<file path="src/rtl/vram_arb_pkg.sv">
// rtl/vram_arb_pkg.sv - shared owner tags, CPU FSM states and default widths for vram_arbiter
package vram_arb_pkg;

    localparam int DEF_ADDR_W = 11;
    localparam int DEF_DATA_W = 8;

    typedef enum logic [1:0] {
        NONE     = 2'd0,
        VID      = 2'd1,
        VID_LATE = 2'd2,
        CPU      = 2'd3
    } owner_t;

    typedef enum logic [1:0] {
        IDLE   = 2'd0,
        ISSUED = 2'd1,
        RAM    = 2'd2,
        ACK    = 2'd3
    } cpu_state_t;

    function automatic logic is_vid(input owner_t t);
        return (t == VID) || (t == VID_LATE);
    endfunction

endpackage

</file>
<file path="src/rtl/vram_arbiter.sv">
// rtl/vram_arbiter.sv - single-port character RAM arbiter: video fetch priority, starvation-bounded CPU access
module vram_arbiter
    import vram_arb_pkg::*;
#(
    parameter int ADDR_W     = DEF_ADDR_W,
    parameter int DATA_W     = DEF_DATA_W,
    parameter int STARVE_MAX = 8
) (
    input  logic              clk,
    input  logic              resetn,
    input  logic              cpu_req,
    input  logic              cpu_we,
    input  logic [ADDR_W-1:0] cpu_addr,
    input  logic [DATA_W-1:0] cpu_wdata,
    output logic [DATA_W-1:0] cpu_rdata,
    output logic              cpu_ack,
    output logic              cpu_wait,
    input  logic              vid_req,
    input  logic [ADDR_W-1:0] vid_addr,
    output logic [DATA_W-1:0] vid_data,
    output logic              vid_valid,
    output logic              vid_late,
    output logic              vid_overrun,
    output logic [ADDR_W-1:0] ram_addr,
    output logic              ram_we,
    output logic [DATA_W-1:0] ram_wdata,
    input  logic [DATA_W-1:0] ram_rdata
);

    localparam logic [7:0] LP_STARVE_MAX = 8'(STARVE_MAX);

    cpu_state_t        r_state;
    cpu_state_t        w_next_state;
    logic [7:0]        r_starve_cnt;

    logic              r_buf_valid;
    logic [ADDR_W-1:0] r_buf_addr;
    logic              r_buf_late;
    logic              w_buf_valid_nxt;
    logic [ADDR_W-1:0] w_buf_addr_nxt;
    logic              w_buf_late_nxt;

    owner_t            w_issue_tag;
    owner_t            r_tag_ram;
    owner_t            r_tag_ret;
    logic [ADDR_W-1:0] w_issue_addr;
    logic              w_cpu_idle_req;
    logic              w_force;
    logic              w_cpu_grant;
    logic              w_drop;

    logic [ADDR_W-1:0] r_ram_addr;
    logic              r_ram_we;
    logic [DATA_W-1:0] r_ram_wdata;
    logic              r_cpu_wr;
    logic [DATA_W-1:0] r_cpu_rdata;
    logic              r_cpu_wait;
    logic [DATA_W-1:0] r_vid_data;
    logic              r_vid_valid;
    logic              r_vid_late;
    logic              r_overrun;

    assign w_cpu_idle_req = cpu_req && (r_state == IDLE);
    assign w_force        = w_cpu_idle_req && (r_starve_cnt == LP_STARVE_MAX);

    // Slot selection. A forced CPU grant parks the displaced video candidate in the
    // one-entry buffer; a buffered entry that is displaced again stays and a new request is lost.
    always_comb begin
        w_issue_tag     = NONE;
        w_issue_addr    = r_ram_addr;
        w_cpu_grant     = 1'b0;
        w_drop          = 1'b0;
        w_buf_valid_nxt = r_buf_valid;
        w_buf_addr_nxt  = r_buf_addr;
        w_buf_late_nxt  = r_buf_late;
        if (w_force) begin
            w_issue_tag  = CPU;
            w_issue_addr = cpu_addr;
            w_cpu_grant  = 1'b1;
            if (r_buf_valid) begin
                w_buf_late_nxt = 1'b1;
                w_drop         = vid_req;
            end else if (vid_req) begin
                w_buf_valid_nxt = 1'b1;
                w_buf_addr_nxt  = vid_addr;
                w_buf_late_nxt  = 1'b1;
            end
        end else if (r_buf_valid) begin
            w_issue_tag     = r_buf_late ? VID_LATE : VID;
            w_issue_addr    = r_buf_addr;
            w_buf_valid_nxt = vid_req;
            w_buf_addr_nxt  = vid_req ? vid_addr : r_buf_addr;
            w_buf_late_nxt  = 1'b0;
        end else if (vid_req) begin
            w_issue_tag  = VID;
            w_issue_addr = vid_addr;
        end else if (w_cpu_idle_req) begin
            w_issue_tag  = CPU;
            w_issue_addr = cpu_addr;
            w_cpu_grant  = 1'b1;
        end
    end

    always_ff @(posedge clk or negedge resetn) begin
        if (!resetn) begin
            r_state <= IDLE;
        end else begin
            r_state <= w_next_state;
        end
    end

    always_comb begin
        w_next_state = r_state;
        case (r_state)
            IDLE:    w_next_state = w_cpu_grant ? ISSUED : IDLE;
            ISSUED:  w_next_state = RAM;
            RAM:     w_next_state = ACK;
            ACK:     w_next_state = IDLE;
            default: w_next_state = IDLE;
        endcase
    end

    always_comb begin
        cpu_ack = (r_state == ACK);
    end

    always_ff @(posedge clk or negedge resetn) begin
        if (!resetn) begin
            r_starve_cnt <= 8'd0;
        end else if (w_cpu_grant || !cpu_req) begin
            r_starve_cnt <= 8'd0;
        end else if ((r_state == IDLE) && (r_starve_cnt != LP_STARVE_MAX)) begin
            r_starve_cnt <= r_starve_cnt + 8'd1;
        end
    end

    always_ff @(posedge clk or negedge resetn) begin
        if (!resetn) begin
            r_buf_valid <= 1'b0;
            r_buf_addr  <= '0;
            r_buf_late  <= 1'b0;
            r_overrun   <= 1'b0;
        end else begin
            r_buf_valid <= w_buf_valid_nxt;
            r_buf_addr  <= w_buf_addr_nxt;
            r_buf_late  <= w_buf_late_nxt;
            if (w_drop) begin
                r_overrun <= 1'b1;
            end
        end
    end

    // Issue stage: ram_addr holds across idle slots, the owner tag follows the access.
    always_ff @(posedge clk or negedge resetn) begin
        if (!resetn) begin
            r_ram_addr  <= '0;
            r_ram_we    <= 1'b0;
            r_ram_wdata <= '0;
            r_cpu_wr    <= 1'b0;
            r_tag_ram   <= NONE;
            r_tag_ret   <= NONE;
        end else begin
            if (w_issue_tag != NONE) begin
                r_ram_addr <= w_issue_addr;
            end
            r_ram_we <= w_cpu_grant && cpu_we;
            if (w_cpu_grant && cpu_we) begin
                r_ram_wdata <= cpu_wdata;
            end
            if (w_cpu_grant) begin
                r_cpu_wr <= cpu_we;
            end
            r_tag_ram <= w_issue_tag;
            r_tag_ret <= r_tag_ram;
        end
    end

    always_ff @(posedge clk or negedge resetn) begin
        if (!resetn) begin
            r_cpu_rdata <= '0;
            r_vid_data  <= '0;
            r_vid_valid <= 1'b0;
            r_vid_late  <= 1'b0;
            r_cpu_wait  <= 1'b0;
        end else begin
            if ((r_tag_ret == CPU) && !r_cpu_wr) begin
                r_cpu_rdata <= ram_rdata;
            end
            if (is_vid(r_tag_ret)) begin
                r_vid_data <= ram_rdata;
            end
            r_vid_valid <= is_vid(r_tag_ret);
            r_vid_late  <= (r_tag_ret == VID_LATE);
            r_cpu_wait  <= cpu_req && (w_next_state != ACK);
        end
    end

    assign ram_addr    = r_ram_addr;
    assign ram_we      = r_ram_we;
    assign ram_wdata   = r_ram_wdata;
    assign cpu_rdata   = r_cpu_rdata;
    assign cpu_wait    = r_cpu_wait;
    assign vid_data    = r_vid_data;
    assign vid_valid   = r_vid_valid;
    assign vid_late    = r_vid_late;
    assign vid_overrun = r_overrun;

endmodule
</file>
<file path="config.mk">
export PLATFORM = sky130hd
export DESIGN_NAME = vram_arbiter
export DESIGN_NICKNAME = d
export VERILOG_FILES = /design/src/rtl/vram_arb_pkg.sv /design/src/rtl/vram_arbiter.sv
export SDC_FILE = /design/constraint.sdc
export NUM_CORES = 1
export LEC_CHECK = 0
export BUFFER_PORTS_ARGS = -buffer_cell sky130_fd_sc_hd__buf_2
export CAP_MARGIN = 20
export CORE_ASPECT_RATIO = 0.6
export CORE_UTILIZATION = 51
export CTS_BUF_LIST = sky130_fd_sc_hd__clkbuf_4 sky130_fd_sc_hd__clkbuf_8 sky130_fd_sc_hd__clkbuf_16
export DETAILED_ROUTE_END_ITERATION = 8
export GPL_TIMING_DRIVEN = 0
export PLACE_DENSITY = 0.79
export RECOVER_POWER = 50
export SETUP_SLACK_MARGIN = 0.02
export SYNTH_ARGS = -nofsm -noshare
export SYNTH_HDL_FRONTEND = slang
export SYNTH_SLANG_ARGS = --single-unit
export TNS_END_PERCENT = 50
</file>
<file path="constraint.sdc">
create_clock -name clk -period 3.4 [get_ports clk]
set_clock_uncertainty 0.15 [all_clocks]
set_input_delay 0.68 -clock clk [delete_from_list [all_inputs] [get_ports clk]]
set_output_delay 0.68 -clock clk [all_outputs]
set_load 0.05 [all_outputs]
</file>
==> Word-level counts from Yosys, hierarchy flattened <==
Cells that the tools add are included.
{ "word_totals": {"register_bits": 68, "elab_cells": 77} }
{ "classes": {"n_addsub": 1, "eq_ne": 10, "mux": 30, "n_reduce_logical": 19} }
{ "op_table": {"columns": ["operator", "count"], "rows": [
  ["$mux W11", 8],
  ["$mux W8", 2],
  ["$mux W1", 14],
  ["$mux W2", 5],
  ["$add A8 B1 Y8 const B", 1],
  ["$eq A2 B2 Y1 const B", 4],
  ["$eq A8 B4 Y1 const B", 1],
  ["$ne A8 B4 Y1 const B", 1],
  ["$pmux W2 S4", 1],
  ["$reduce_bool A2 Y1", 4],
  ["$logic_and A1 B1 Y1", 6],
  ["$reduce_and A2 Y1", 3],
  ["$eq A2 B1 Y1 const B", 2],
  ["$ne A2 B2 Y1 const B", 2],
  ["$reduce_bool A4 Y1", 1],
  ["$logic_not A1 Y1", 2],
  ["$logic_not A2 Y1", 1],
  ["$logic_or A1 B1 Y1", 2]
]} }

==> Longest topological paths before layout <==
{ "depth": {"word_depth": 10, "ltp_mapped": 9, "mapped_depth_nobuf": 7} }

==> Worst setup path after synthesis <==
No wires, ideal clock.
{ "synth_path": {"kind": "register -> register", "startpoint": "reg r_starve_cnt[0]", "endpoint": "reg r_buf_addr[0]", "setup_ns": 0.125, "arrival_ns": 2.307, "required_time_ns": 3.125, "setup_slack_ns": 0.818, "stages_incl_launch_ff": 10, "synth_period_minus_slack_ns": 2.582, "path_cell_list": "dfrtp_1 -> inv_1 -> ha_1 -> nor4b_4 -> nand4_1 -> buf_2 -> ha_1 -> nand2_1 -> clkbuf_1 -> mux2_2"} }
{ "synth_via": {"elab_chain_cells": 4, "elab_cells_between_ends": 6, "classes_between": "eq/ne: 2; mux: 1; reduce/logical: 3"} }
{ "synth_lines": {"columns": ["element", "line", "text"], "rows": [
  ["start: declaration", "vram_arbiter.sv:34", "logic [7:0] r_starve_cnt;"],
  ["start signal: assignment", "vram_arbiter.sv:133", "r_starve_cnt <= r_starve_cnt + 8'd1;"],
  ["$eq A8 B4 Y1 *", "vram_arbiter.sv:64", "assign w_force = w_cpu_idle_req && (r_starve_cnt == LP_STARVE_MAX);"],
  ["$logic_and A1 B1 Y1 *", "vram_arbiter.sv:64", null],
  ["$ne A2 B2 Y1 (no source line) / $reduce_bool A2 Y1 (equally long branches)", null, null],
  ["$reduce_and A2 Y1 (no source line)", null, null],
  ["end signal: assignment", "vram_arbiter.sv:145", "r_buf_addr <= w_buf_addr_nxt;"],
  ["end: declaration", "vram_arbiter.sv:37", "logic [ADDR_W-1:0] r_buf_addr;"]
]} }
Every way passes the cells marked *; elsewhere a longest branch is shown, timed or not.
A chain may end at the register's enable or synchronous reset.

==> Final worst setup path <==
{ "layout_path": {"startpoint": "reg r_starve_cnt[0]", "endpoint": "reg r_buf_addr[5]"} }
The elaborated chain is that of the path after synthesis.

==> summary.txt <==
Drt
  • Wirelength per Cell: 15.8 um
  • Antenna Nets Post-Route: 0
  • DRT iter0 DRCs: 55
  • Vias: 2047
  • Routed WL: 5.99 mm
  • Via density: 5.39
  • Drt pass-1 iters: 4
  • Residual DRC: 0

Synth
  • FF+latch count, synth: 68
  • Post-Synth Adder-Cell Area: 3.83%
  • Post-synthesis compound-gate area fraction: 9.91%
  • Mapped Area: 2880 um2
  • Syn Nets: 267
  • Simple-gate share of the synthesized area: 8.91%
  • Register area share after synthesis: 59.1%
  • Mux cell area share after synthesis: 13.7%
  • Synth area leaders: dfrtp_1, mux2_2, o221a_2
  • Synth warnings: 0
  • Number of distinct library cells after synthesis: 32
  • Yosys top cell by area: dfrtp_1
  • Syn_area_per_cell: 13.3 um2
  • Largest family of logic cells by synthesized area: multiplexers
  • Post-Syn Instances: 216
  • Xor/xnor share of the synthesized area: 1.52%
  • Top cell type's share of synthesized area: 59.1%

Floorplanning
  • Die Span X: 99.0 um
  • Die Span Y: 60.2 um
  • Die area: 5960 um2
  • # rows: 20
  • Boundary Pins: 84
  • Area of the core: 5230 um2
  • Initial Utilization: 55.0%

Power
  • P per Cell Area: 860 nW/um2
  • Total power: 3.08 mW
  • Maximum vdd drop: 0.387 mV
  • Leak: 1.75 nW

Critical path
  • Crit start category: flop
  • Critical Path AT: 3.20 ns
  • Largest fanout on the critical path: 10
  • CP required: 3.48 ns
  • CP Capture Type: flop
  • Worst setup path class: flop to flop

Timing
  • Fmax: 320 MHz
  • Worst slew pin tran: 1.63 ns
  • Min Tclk post-route: 3.12 ns
  • Max_slew headroom: -8.97%
  • Final Max Tran Viols: 69
  • Final setup fails: 0
  • WHS: 0.198 ns
  • Fin Setup TNS: 0 ns
  • RSZ-0062 raised after global routing: no
  • Final Hold Viols: 0
  • Crit share post-route: 91.8%

Cells and area
  • Area grow syn2layout: 24.5%
  • Fill cells: 407
  • Share of cells above drive strength 1: 48.1%
  • Final nets: 360
  • # diodes: 0

CTS
  • Clock Sinks: 68
  • H-tree depth: 3
  • CTS Root Cell: clkbuf_8
  • CTS max path bufs: 2
  • Post-cts resize count: 0
  • Post-CTS Hold Buffers: 0
  • Clock transition at path regs: 0.07 ns
  • TritonCTS clock tree: done
  • Total CTS buffers: 9
  • Skew-Pair Late Insertion Delay: 0.34 ns
  • Buffers inserted during post-CTS setup optimization: 0

Status
  • Outcome: finished with violations
  • Violated checks: capacitance limit, slew limit

Flow run
  • Max-cap violations: 1

Placed design
  • DP HPWL: 4.26 mm
  • Port Buf Inserts: 82
  • Gp weighted congestion: 0.787

Global routing
  • Total gr overflow: 0
  • Vias in the first global route: 2037
  • Total GRT Usage: 22.4%
  • Largest net degree at the start of global routing: 69
  • First-pass GRT wire length: 9.84 mm
  • Initial antenna violation count: 0

Worst hold path
  • Worst Hold Class: flop to flop
registers in the layout (all words and copies together), names as in the netlist:
name	count
vid_valid	1
r_buf_valid	1
r_tag_ram	2
ram_wdata	8
cpu_wait	1
ram_we	1
r_cpu_wr	1
ram_addr	11
r_buf_addr	11
r_state	2
r_starve_cnt	8
vid_data	8
cpu_rdata	8
vid_overrun	1
r_tag_ret	2
r_buf_late	1
vid_late	1
cell families (layout without fill, tap and decap cells):
family                     after synthesis  count (layout)
DFF                                     68              68
buffers and inverters                   20             118
and+or+nand+nor                         45              45
xor gates and xnor gates                 5               5
AOI/OAI and AO/OA                       34              34
adders and majority gates                9               9
muxes                                   35              35
metal layers:
layer	global-route usage (%)	part of all wire, %	vias to the layer above
li1	-	-	963
met3	7.72	6.3	11
met4	8.74	1.1	0
met5	0	0	-
met2	35.3	46	61
met1	29.0	46	1012
synthesized netlist by cell type:
cell type  count
nor3_1         1
nor2b_1        2
nor2_1        10
o221a_2       11
o21a_1         1
nand3_1        2
o22ai_1       12
xnor2_1        3
nand2b_1       1
buf_2          3
xor2_1         2
nand3_4        1
nand2_1       19
clkbuf_1       6
o31ai_1        1
nor3b_1        1
a31o_2         1
o21ai_0        3
a21oi_1        1
nand4_1        5
a21bo_2        2
a211oi_1       1
mux2_2        35
dfrtp_1       68
maj3_1         1
a21o_4         1
nor4b_4        1
nand4_4        1
nor3b_2        1
buf_6          1
inv_1         10
ha_1           8
worst max-delay path, cell delays in order (launching register included):
cell,delay (ns)
dfrtp_1,0.42
inv_1,0.12
ha_1,0.18
nor4b_4,0.31
nand4_1,0.30
buf_2,0.28
ha_1,0.28
nand2_1,0.10
clkbuf_1,0.46
mux2_2,0.41
cell type report:
type                            count  area, um2  area share, %
Buffer                             10       48.8           1.36
Clock buffer                       12        153           4.26
Clock inverter                      4       72.6           2.03
Inverter                           10       37.5           1.05
Multi-Input combinational cell    128       1080           30.2
Sequential cell                    68       1700           47.5
Tap cell                           66       82.6           2.30
Timing Repair Buffer               82        405           11.3
final timing paths:
kind	end	slack, ns	from	depth (start not counted)
worst max-delay path	r_buf_addr[5]	0.28	r_starve_cnt[0]	9
worst min-delay path	r_tag_ret[0]	0.20	r_tag_ram[0]	0
worst max register to register	r_buf_addr[5]	0.28	r_starve_cnt[0]	9
worst min register to register	r_tag_ret[0]	0.20	r_tag_ram[0]	0
max in group asynchronous	ram_addr[0]	1.51	resetn	1
min in group asynchronous	r_buf_addr[1]	0.60	resetn	1
where the power goes:
| group | total (mW) | internal [mW] | switching (mW) | leakage, nW |
|---|---|---|---|---|
| combinational | 1.22 | 0.337 | 0.878 | 0.797 |
| clock | 0.746 | 0.448 | 0.298 | 0.113 |
| sequential | 1.12 | 1.01 | 0.105 | 0.842 |
cells in the final DEF (no fill, tap or decap), drive strengths merged, types with 2 or more instances in the layout:
cell	n
dfrtp	68
buf	81
xor2	2
mux2	35
nor3b	2
nor2	10
bufinv	2
xnor2	3
ha	8
nor2b	2
o22ai	12
clkbuf	23
nand3	3
nand4	6
inv	10
o221a	11
o21ai	3
a21bo	2
nand2	19
through the flow:
stage,std cells,setup WS (ns),util (%),area [um2]
after floorplan,216,0.818,-,2880
after global placement,364,0.389,64.4,3370
after detailed placement,364,0.309,64.5,3370
after CTS,380,0.268,68.8,3600
after global routing,380,0.0860,68.5,3580
final,380,0.278,68.5,3580
Power figures use the tool's default switching activity.
